--- src/rtl/pe_mac_sequencer.sv ---
// Sequences a small tap buffer through an external single-cycle MAC PE and returns the
// accumulated dot product over a valid/ready handshake.
module pe_mac_sequencer #(
  parameter int unsigned XW    = 8,
  parameter int unsigned WW    = 8,
  parameter int unsigned BW    = 20,
  parameter int unsigned DEPTH = 8,
  localparam int unsigned AW   = $clog2(DEPTH)
) (
  input  logic                 i_clk,
  input  logic                 i_rst_n,
  input  logic                 i_ld_en,
  input  logic [AW-1:0]        i_ld_addr,
  input  logic signed [XW-1:0] i_ld_x,
  input  logic signed [WW-1:0] i_ld_w,
  input  logic                 i_start,
  input  logic [AW:0]          i_len,
  output logic signed [XW-1:0] o_pe_x,
  output logic signed [WW-1:0] o_pe_w,
  output logic signed [BW-1:0] o_pe_psum,
  input  logic signed [BW-1:0] i_pe_psum,
  output logic                 o_busy,
  output logic                 o_valid,
  input  logic                 i_ready,
  output logic signed [BW-1:0] o_result
);

  localparam logic [AW:0] DepthL = (AW + 1)'(DEPTH);
  localparam logic [AW:0] OneL   = (AW + 1)'(1);

  typedef enum logic [1:0] {StIdle, StFeed, StDrain, StHold} state_e;

  state_e                state_q, state_d;
  logic [AW:0]           cnt_q, cnt_d;
  logic [AW:0]           len_q, len_d;
  logic signed [BW-1:0]  result_q, result_d;
  logic signed [XW-1:0]  x_q [DEPTH];
  logic signed [WW-1:0]  w_q [DEPTH];
  logic [AW:0]           eff_len;

  assign eff_len = (i_len > DepthL) ? DepthL : i_len;

  always_comb begin
    state_d   = state_q;
    cnt_d     = cnt_q;
    len_d     = len_q;
    result_d  = result_q;
    o_pe_x    = '0;
    o_pe_w    = '0;
    o_pe_psum = '0;
    unique case (state_q)
      StIdle: begin
        if (i_start) begin
          len_d   = eff_len;
          cnt_d   = '0;
          state_d = (eff_len == '0) ? StDrain : StFeed;
        end
      end
      StFeed: begin
        o_pe_x    = x_q[cnt_q[AW-1:0]];
        o_pe_w    = w_q[cnt_q[AW-1:0]];
        // First tap seeds the PE with zero; later taps chain its registered output.
        o_pe_psum = (cnt_q == '0) ? '0 : i_pe_psum;
        if (cnt_q == len_q - OneL) begin
          cnt_d   = '0;
          state_d = StDrain;
        end else begin
          cnt_d = cnt_q + OneL;
        end
      end
      StDrain: begin
        result_d = i_pe_psum;
        state_d  = StHold;
      end
      StHold: begin
        if (i_ready) state_d = StIdle;
      end
      default: state_d = StIdle;
    endcase
  end

  always_ff @(posedge i_clk) begin
    if (!i_rst_n) begin
      state_q  <= StIdle;
      cnt_q    <= '0;
      len_q    <= '0;
      result_q <= '0;
    end else begin
      state_q  <= state_d;
      cnt_q    <= cnt_d;
      len_q    <= len_d;
      result_q <= result_d;
    end
  end

  // Loads are only honoured in IDLE so a running dot product never sees a torn buffer.
  always_ff @(posedge i_clk) begin
    if (!i_rst_n) begin
      for (int i = 0; i < int'(DEPTH); i++) begin
        x_q[i] <= '0;
        w_q[i] <= '0;
      end
    end else if (state_q == StIdle && i_ld_en && (int'(i_ld_addr) < int'(DEPTH))) begin
      x_q[i_ld_addr] <= i_ld_x;
      w_q[i_ld_addr] <= i_ld_w;
    end
  end

  assign o_busy   = (state_q != StIdle);
  assign o_valid  = (state_q == StHold);
  assign o_result = result_q;

endmodule

--- config.mk ---
export PLATFORM = sky130hd
export DESIGN_NAME = pe_mac_sequencer
export DESIGN_NICKNAME = d
export VERILOG_FILES = /design/src/rtl/pe_mac_sequencer.sv
export SDC_FILE = /design/constraint.sdc
export NUM_CORES = 1
export LEC_CHECK = 0
export ABC_AREA = 1
export ABC_CLOCK_PERIOD_IN_PS = 3800
export CORE_MARGIN = 4
export CORE_UTILIZATION = 40
export CTS_CLUSTER_DIAMETER = 200
export DETAILED_ROUTE_END_ITERATION = 7
export PLACE_DENSITY_LB_ADDON = 0.1
export SLEW_MARGIN = 20
export SYNTH_ARGS = -nofsm -noshare
export SYNTH_HDL_FRONTEND = slang
export SYNTH_SLANG_ARGS = --single-unit
--- constraint.sdc ---
create_clock -name i_clk -period 3.8 [get_ports i_clk]
set_input_delay 0.95 -clock i_clk [delete_from_list [all_inputs] [get_ports i_clk]]
set_output_delay 0.95 -clock i_clk [all_outputs]
set_load 0.05 [all_outputs]
* Yosys cells after proc, flatten, opt, wreduce, memory -nomap -nowiden
Memories as Yosys holds them, arrays and structs flattened. A register that Yosys moved wholly into a read port is not among the register bits.
Index checks and enable logic that the tools add are counted.
** Storage, ports and cells
- Register bits :: 30
- Output and inout port bits :: 58
- Memories :: 2
- Logic and storage cells :: 54
- Memory bits (writable) :: 128
** Memories
- w_q :: words 8, bits a word 8, rd ports 1, clocked after Yosys merged registers in 1, wr ports 8, line 38 : logic signed [WW-1:0] w_q [DEPTH];
- x_q :: words 8, bits a word 8, rd ports 1, clocked after Yosys merged registers in 1, wr ports 8, line 37 : logic signed [XW-1:0] x_q [DEPTH];
** Cells by class
- Equal/unequal tests :: 7
- Add/sub/neg operators :: 2
- Multiplexer cells :: 27
- $lt $le $gt $ge :: 1
- Reductions and logical operators :: 11
** Operators with widths (number)
- 20-bit two-way mux :: 2
- 8-bit two-way mux :: 4
- 3-bit two-way mux :: 6
- 8-bit OR reduction :: 2
- 4-bit two-way mux :: 3
- 4-bit logical NOT :: 2
- 2-bit two-way mux :: 4
- 2-bit one-hot mux with 4 select lines :: 1
- 4-bit one-hot mux with 2 select lines :: 1
- 1-bit two-way mux :: 6
- 4-bit by 1-bit adder with 4-bit output, second input constant :: 1
- 2-bit equality test, second input constant :: 2
- 4-bit equality test :: 1
- 4-bit greater-than comparator, second input constant :: 1
- 2-bit != test, second input constant :: 2
- 2-bit AND reduction :: 2
- 2-bit nonzero test :: 2
- 4-bit by 1-bit subtractor with 4-bit output, second input constant :: 1
- 3-bit AND reduction :: 1
- 2-bit by 1-bit equality test with 1-bit output, second input constant :: 1
- 2-bit logical NOT :: 1
- 2-bit by 1-bit != test with 1-bit output, second input constant :: 1
- 1-bit logical AND :: 1

* Depth between registers and ports, before layout
- Depth after elaboration :: 7
- Mapped depth :: 12
- Depth with buffers taken out :: 12

* Worst setup path after synthesis
Ideal clock, no wire load.
- Path type :: register to output
- Start point :: reg state_q[1]
- End point :: out o_pe_w[4]
- Stages on the path, launching flop included :: 7
- Setup slack :: 1.023 ns
- Data arrival time :: 1.827 ns
- Required time :: 2.850 ns
- Cells stage by stage :: dfxtp_1 > inv_1 > ha_1 > buf_2 > clkbuf_1 > o21ai_0 > a31oi_1
** Between the ends
- Word-level cells in the longest chain between the ends :: 2
** RTL lines
- start: declaration :: line 33 : state_e state_q, state_d;
- start signal: assignment :: line 84 : state_q <= StIdle;
- start signal: assignment :: line 89 : state_q <= state_d;
- 2-bit by 1-bit equality test with 1-bit output :: line 51 : unique case (state_q)
- 8-bit two-way mux :: line 51
- end: declaration :: line 19 : output logic signed [WW-1:0] o_pe_w,
No other way between the ends.

==> summary.txt <==
Die Wd - 142.9 um
# IOs - 106
H-Tree Depth - 4
Setup CP Type - register to output pin
Setup Skew - 0.005076 ns
Top post-synthesis cells by area - edfxtp_1, nor2_1, dfxtp_1, o21ai_0, nand2_1
Initial core utilization - 0.4066
Netlist Area Pre-Place - 7278 um^2
CP max FO - 16
Via Count - 5,764
Die area - 20,420 um^2
CP Capture Point - o_pe_w[0]
Crit share post-route - 0.9384
Comb pwr share - 0.338
First-pass GRT wire length - 30.84 mm
GP Congestion - 0.7615
Leak pwr - 3.650 nW
Pwr per Cell Area - 620.6 nW/um^2
Avg Inst Size Synth - 9.132 um^2
Top Family by Delay on Critical Path - flip-flops
CTS resizes - 0
Worst-path clk slew - 0.06 ns
RSZ-0062 raised after global routing - no
Total wire length - 19.39 mm
Post-placement worst setup slack - 0.3937 ns
Switch Pwr - 2.044 mW
Post-synth EDFFs - 128
Busiest grt layer - met2
Met1 GRT Util - 0.2433
Top-count cell post-synth - nor2_1
Syn-to-layout area delta - 27.21%
Slew @ Worst Pin - 0.8804 ns
Drt pass-1 iters - 5
M3 GR Usage - 0.04956
Fmax - 280.4 MHz
Fin Setup TNS - 0 ns
Worst Hold Class - register to register
Largest area contributor in the netlist - edfxtp_1
Register area share after synthesis - 0.6189
CTS tree - yes
Nets@finish - 946
Pin count of the biggest net entering global routing - 47
Initial antenna violation count - 0
Final std cells w/o fill - 1,133
Top_reg_cell synth - edfxtp_1
Post-CTS setup buffers - 0
Worst hold slack - 0.4955 ns
Post-Syn Instances - 797
Residual DRC count - 0
Setup ws final - 0.2339 ns
Clock Path Buffers - 2
Hold buffer count at cts - 0
Die Y-Extent - 142.9 um
Starting DRT DRC Count - 396
Number of pins with negative max-slew slack in the final report - 0
Placed wire-length estimate - 12.82 mm
Post-Place Cells - 1,101
Number of global-route vias before repair - 5,819
Worst r2r src - state_q[0]
Reg2reg path depth - 6
Worst Setup Start Kind - register
Mapped Nets - 852
Crit-path max cell delay - 0.73 ns
IO buf count - 105
CP max-delay cell - dfxtp_1
Critical Path RT - 2.85 ns
Fin. Hold Viols - 0
Sw Ratio - 0.3557
DR vias/cell - 5.087
CP Depth - 5
Sink Count - 161
Internal cell power - 3.702 mW
M2 GR Usage - 0.3304
Grt ovf - 0
Count of cell types in the netlist - 25
Reg2reg setup slack - 1.36 ns
Post-route ant nets - 0
Proportion of power drawn by the clock network - 0.281
Top post-synthesis cells by count - nor2_1, edfxtp_1, o21ai_0
Core box area - 17,900 um^2
Area share of the largest cell type after synthesis - 0.5281
Setup violators final - 0
TritonCTS buffer count - 17
Worst-path cell chain - inv_1, nor2_1, o21ai_0, a31oi_1, buf_12
Crit. End Element - output pin
Max-slew headroom - 0.4116
N_diodes - 0
Ys Warns - 0
Crit path DAT - 2.62 ns
Bufs and invs on worst path - 2
Tmin final - 3.566 ns
Root Driver - clkbuf_16
Layout cell share with drive strength beyond 1 - 0.07854
Max-Cap Viols - 0
Gr usage total - 0.1959
FP Rows - 49
Status - completed
Post-Route Utilization - 0.5172
Flop and latch count out of synthesis - 161
Clk_lat worst skew - 0.42 ns
Max IR drop VDD - 0.3591 mV
RR Endpoint - x_q[3][7]
WL/cell - 17.11 um
Reg power frac - 0.381
Post-synth ARST share - 0
==> layout by cell type (no fill, tap or decap), types with 2 or more instances in the layout <==
cell type / n
clkbuf_1: 5
nor2_1: 323
a21oi_1: 2
o21ai_0: 104
clkinv_2: 3
inv_1: 41
nand2_2: 8
clkbuf_16: 18
nand2_1: 59
a31oi_1: 16
nand3_1: 6
nor2_4: 2
buf_4: 12
o21ai_1: 13
clkdlybuf4s50_1: 87
clkbuf_8: 5
buf_12: 19
dfxtp_1: 32
ha_1: 7
xor2_1: 3
edfxtp_1: 128
a22oi_1: 3
==> flip-flops by register name, summed over array words and instances (netlist names), named ones only <==
| name | count |
|---|---|
| w_q | 64 |
| x_q | 64 |
| o_result | 20 |
| cnt_q | 4 |
| len_q | 4 |
| state_q | 2 |
==> stage by stage <==
stage                     power, mW  instance area [um^2]
final                         5.747                  9259
after global routing          6.052                  9259
after CTS                     5.806                  9259
after detailed placement      4.188                  8700
after global placement        4.167                  8700
after floorplan               3.429                  7278
==> logic make-up after synthesis <==
| kind of cell | count (synthesis) | synth area share |
|---|---|---|
| AO/OA/AOI/OAI | 140 | 0.1006 |
| XOR/XNOR | 3 | 0.003611 |
| adder cells (fa/ha/maj) | 7 | 0.01203 |
| buffers and inverters | 85 | 0.05020 |
| flip-flops | 161 | 0.6189 |
| multiplexers | 1 | 0.001375 |
| AND/OR/NAND/NOR | 400 | 0.2133 |
==> worst register-to-register path, delay by kind of cell (launching register included) <==
| kind | cells | cell delay [ns] |
|---|---|---|
| adder cells (fa/ha/maj) | 1 | 0.25 |
| buffers and inverters | 1 | 0.10 |
| flip-flops | 1 | 0.34 |
| AND/OR/NAND/NOR | 4 | 1.38 |
==> power by group through the flow <==
stage	combinational (mW)	clock, mW	sequential, mW
5_1_grt	2.11	1.73	2.21
3_5_place_dp	1.96	0	2.23
2_1_floorplan	0.985	0	2.44
4_1_cts	1.97	1.64	2.19
3_3_place_gp	1.95	0	2.22
6_report	1.94	1.61	2.19
==> how the worst min path moves through the flow <==
stage,startpoint,endpoint,slack [ns],depth (start not counted)
floorplan,len_q[1],len_q[1],0.48,2
global placement,o_result[16],o_result[16],0.48,2
detailed placement,o_result[6],o_result[6],0.48,2
CTS,o_result[5],o_result[5],0.50,2
global route,o_result[5],o_result[5],0.52,2
finish,o_result[5],o_result[5],0.50,2
==> layer usage <==
layer / vias to the layer above / part of all wire / routed length (um)
met5: - / 0 / 0
met4: 0 / 0.027 / 522
met3: 33 / 0.055 / 1067
met2: 161 / 0.50 / 9757
met1: 2744 / 0.41 / 8039
li1: 2826 / - / -
==> cell type report <==
cell class | count | area, um^2
clock inverter | 4 | 21.27
inverter | 42 | 157.7
tap | 229 | 286.5
timing repair buffer | 118 | 1341
fill | 1682 | 8643
clock buffer | 28 | 538.0
sequential | 161 | 4506
multi-input combinational | 551 | 2409
Note: power is estimated with default switching activity, not from simulation.
==> edit 1 (config.mk and constraints unchanged) <==
The 4 states of `state_e` get a Gray code encoding in 2 bits.
--- a/src/rtl/pe_mac_sequencer.sv
+++ b/src/rtl/pe_mac_sequencer.sv
@@ -28,7 +28,7 @@
   localparam logic [AW:0] DepthL = (AW + 1)'(DEPTH);
   localparam logic [AW:0] OneL   = (AW + 1)'(1);
 
-  typedef enum logic [1:0] {StIdle, StFeed, StDrain, StHold} state_e;
+  typedef enum logic [1:0] {StIdle = 2'b00, StFeed = 2'b01, StDrain = 2'b11, StHold = 2'b10} state_e;
 
   state_e                state_q, state_d;
   logic [AW:0]           cnt_q, cnt_d;
Formal check against the unedited RTL: no difference found for any inputs over 4 cycles, from zero or initial values and one cycle with i_rst_n low; so few cycles prove little.
==> edit 1 against the unedited design <==
- highest routed layer unchanged
- final cell count fell by 1.1%
- die area rose by 1.3%
- final area fell by 0.64%
- non-clock buffer count rose by 7
- largest cell class unchanged
- synthesized cell count fell by 2.5%
- worst setup slack improved by 0.051 ns
- critical path type unchanged
- sequential cell count did not move
- routed wire length rose by 1.9%
- register-to-register slack improved by 0.41 ns
- area after synthesis rose by 1.4%
- hold slack got worse by 0.030 ns
Power is not compared: it rests on default switching activity, and its combinational part moved more than twofold at a synthesized area within 25%.
==> edit 1: results (changes against the unedited design) <==
[global_route]
use_met2_pct=33.1  ; was 33.0%
met3_usage_pct=3.63  ; was 4.96%
met1_usage_pct=25.8  ; was 24.3%
grt_pass1_vias=5583  ; was 5819
grt_pass1_wl_um=30500  ; was 30800 um
grt_use_total_pct=19.6  ; about the same
grt_max_degree=43  ; was 47

[worst_setup_path]
slowest_delay_ns=0.75  ; was 0.73 ns
r2r_slack_ns=1.77  ; was 1.36 ns
cpMaxStageDelayCell=clkdlybuf4s50_1  ; was dfxtp_1
arrival_ns=2.56  ; was 2.62 ns
cp_max_fo=20  ; was 16
cp_top_family=buffers and inverters  ; was flip-flops

[pwr]
powerClk_w=0.00171
total_power_w=0.00430
switching_share_pct=25.4
pwr-share-seq_pct=46.7

[finish]
nNonClkInverters=38  ; was 42
buffers=125  ; was 118
layout-drive-gt1-share_pct=9.65  ; was 7.85%
buffer_area_share_pct=12.9  ; was 14.5%
clk_share_pct=6.53  ; was 6.04%
final_nets=929  ; was 946
n_clock_buffer=26  ; was 28
multi_input_area_share_pct=26.9  ; was 26.0%
seq_share_pct=49.0  ; was 48.7%
seq_cell_count=161  ; unchanged
n_fill_cell=1691  ; was 1682
multi_input_comb_cells=535  ; was 551
n_antenna_cell=0  ; unchanged

[placement]
placed_cells_incl_taps=1088  ; was 1101
gp_congestion=0.817  ; was 0.762
post-place-ws_ns=0.366  ; was 0.394 ns
dpl_cell_area_um2=8600  ; was 8700 um2
hpwl_um=13100  ; was 12800 um

[synthesis]
ys_seq_area_share_pct=61.0  ; was 61.9%
syn_area_um2=7380  ; was 7280 um2
syn_area_per_cell_um2=9.50  ; was 9.13 um2
synth_commonest_cells=296 x nor2_1, 128 x edfxtp_1, 91 x o21ai_0, 65 x nand2_1, 36 x inv_1  ; was 323 x nor2_1, 128 x edfxtp_1, 104 x o21ai_0, 59 x nand2_1, 41 x inv_1
synthTopCellsByArea=edfxtp_1 52%, nor2_1 15%, dfxtp_1 9.0%  ; was edfxtp_1 53%, nor2_1 17%, dfxtp_1 9.1%
synth_fp_nets=828  ; was 852
synthDistinctLibCells=30  ; was 25
synth_edf_count=128  ; unchanged

[sta]
skew_ns=0.0137  ; was 0.00508 ns
fmax_mhz=285  ; was 280 MHz
slew_headroom_pct=46.9  ; was 41.2%
hold_ws_ns=0.465  ; was 0.495 ns

[cts]
clk_pin_slew_ns=0.06  ; about the same
cts_setup_buffers=0  ; unchanged
post_cts_resized=1  ; was 0
clockBufferDepth=2  ; unchanged

[detailed_routing]
wl_met2_um=9860  ; was 9760 um
drtIter0Drc=375  ; was 396
wl_met3_um=853  ; was 1070 um
wl_um=19800  ; was 19400 um
dr.pass1.iters=6  ; was 5
vias=5738  ; was 5764
viasPerCell=5.12  ; was 5.09
wl_met1_um=8640  ; was 8040 um

[status]
status=finished, final reports clean  ; unchanged

edit 1: cell families (layout without fill, tap and decap cells):
kind of cell / after synthesis / in the layout / synth area share [%]
adder cells (fa/ha/maj): 3 / 3 / 0.509
flip-flops: 161 / 161 / 61.0
multiplexers: 16 / 16 / 2.17
XOR/XNOR: 2 / 2 / 0.237
AND/OR/NAND/NOR: 388 / 388 / 21.6
buffers and inverters: 81 / 195 / 5.51
AO/OA/AOI/OAI: 126 / 126 / 8.92
edit 1: path summary, 6_finish.rpt:
check	start	end	cells past startpoint
setup / recovery	cnt_q[0]$_SDFFE_PN0P_	o_pe_psum[18]	6
hold / removal	len_q[1]$_SDFFE_PN0P_	len_q[1]$_SDFFE_PN0P_	2
setup reg to reg	state_q[1]$_SDFFE_PN0P_	w_q[5][5]$_SDFFCE_PN0P_	6
hold reg to reg	len_q[1]$_SDFFE_PN0P_	len_q[1]$_SDFFE_PN0P_	2
==> edit 2 (config.mk and constraints unchanged) <==
Made on the original files. The parameter `WW` goes from 8 to 7.
--- a/src/rtl/pe_mac_sequencer.sv
+++ b/src/rtl/pe_mac_sequencer.sv
@@ -2,7 +2,7 @@
 // accumulated dot product over a valid/ready handshake.
 module pe_mac_sequencer #(
   parameter int unsigned XW    = 8,
-  parameter int unsigned WW    = 8,
+  parameter int unsigned WW    = 7,
   parameter int unsigned BW    = 20,
   parameter int unsigned DEPTH = 8,
   localparam int unsigned AW   = $clog2(DEPTH)
Ports: changed (resized i_ld_w and o_pe_w); port bits go from 106 to 104. The function was not compared with the original's and may differ.
==> edit 2 against the unedited design <==
- sequential power is 5% lower
- sequential cell count is 8 lower
- sequential share of layout area is 0.28 points lower
- routed wire length is 5.9% lower
- via count is 4.9% lower
- largest power group unchanged
- area after synthesis is 4.7% lower
- critical path depth is 1 higher
- final area is 4.8% lower
- worst setup slack worse by 0.013 ns
- core utilization is 0.70 points higher
- total power is 4.4% lower
- combinational power is 3% lower
==> edit 2: results (changes against the unedited design) <==
[placement]
gp_congestion=0.762  ; about the same
placed_cells_incl_taps=1057  ; was 1101
hpwl_um=12200  ; was 12800 um
io_buffer_count=103  ; was 105
post-place-ws_ns=0.396  ; was 0.394 ns

[worst_setup_path]
r2r_end=x_q[0][0]$_SDFFCE_PN0P_  ; was x_q[3][7]$_SDFFCE_PN0P_
slowest_delay_ns=0.79  ; was 0.73 ns
worst_r2r_startpoint=state_q[1]$_SDFFE_PN0P_  ; was state_q[0]$_SDFFE_PN0P_
cp_max_fo=20  ; was 16
arrival_ns=2.63  ; was 2.62 ns

[worst_hold_path]
hold_start=o_result[1]$_SDFFE_PN0P_  ; was o_result[5]$_SDFFE_PN0P_
holdPathEnd=o_result[1]$_SDFFE_PN0P_  ; was o_result[5]$_SDFFE_PN0P_

[sta]
hold_ws_ns=0.494  ; was 0.495 ns
fmax_mhz=279  ; was 280 MHz
slew_headroom_pct=47.2  ; was 41.2%

[finish]
multi_input_comb_cells=529  ; was 551
buffers=114  ; was 118
final_nets=910  ; was 946
buffer_area_share_pct=14.3  ; was 14.5%
clk_share_pct=6.09  ; was 6.04%
n_fill_cell=1575  ; was 1682
seq_share_pct=48.4  ; was 48.7%

[global_route]
grt_pass1_vias=5424  ; was 5819
grt_pass1_wl_um=29100  ; was 30800 um

[synthesis]
synth_fp_nets=820  ; was 852
synth_xor_area_share_pct=0.379  ; was 0.361%
ys_seq_area_share_pct=61.5  ; was 61.9%

[pwr]
switching_share_pct=35.8  ; was 35.6%

[detailed_routing]
drtIter0Drc=352  ; was 396
wl_um=18200  ; was 19400 um

[die]
row_count=47  ; was 49

[status]
status=finished, final reports clean  ; unchanged

## edit 2: layer usage
layer  routed length (um)  vias up  global-route usage [%]
li1                     -     2705                       -
met1                 8290     2631                    25.5
met2                 8920      122                    30.9
met3                  682       25                    3.09
met4                  348        0                    6.32
met5                    0        -                       0
## edit 2: timing repair
| item | 4_1_cts | 5_1_grt |
|---|---|---|
| hold buffers | 0 | 0 |
| endpoints found under the hold margin | 0 | 0 |
| gates resized for setup | 0 | 1 |
| endpoints found under the setup margin | 0 | 1 |
## edit 2: power by group through the flow
stage	clock network, W	registers, W	logic [W]
finish	0.00154	0.00207	0.00188
global route	0.00164	0.00209	0.00204
CTS	0.00156	0.00207	0.00190
detailed placement	0	0.00210	0.00189
global placement	0	0.00209	0.00188
floorplan	0	0.00234	0.000950
## edit 2: worst max-delay path, delay by kind of cell, from the launching register on
kind,cells,cell delay (ns)
flops,1,0.79
buf+inv,2,0.50
compound gates,4,0.91
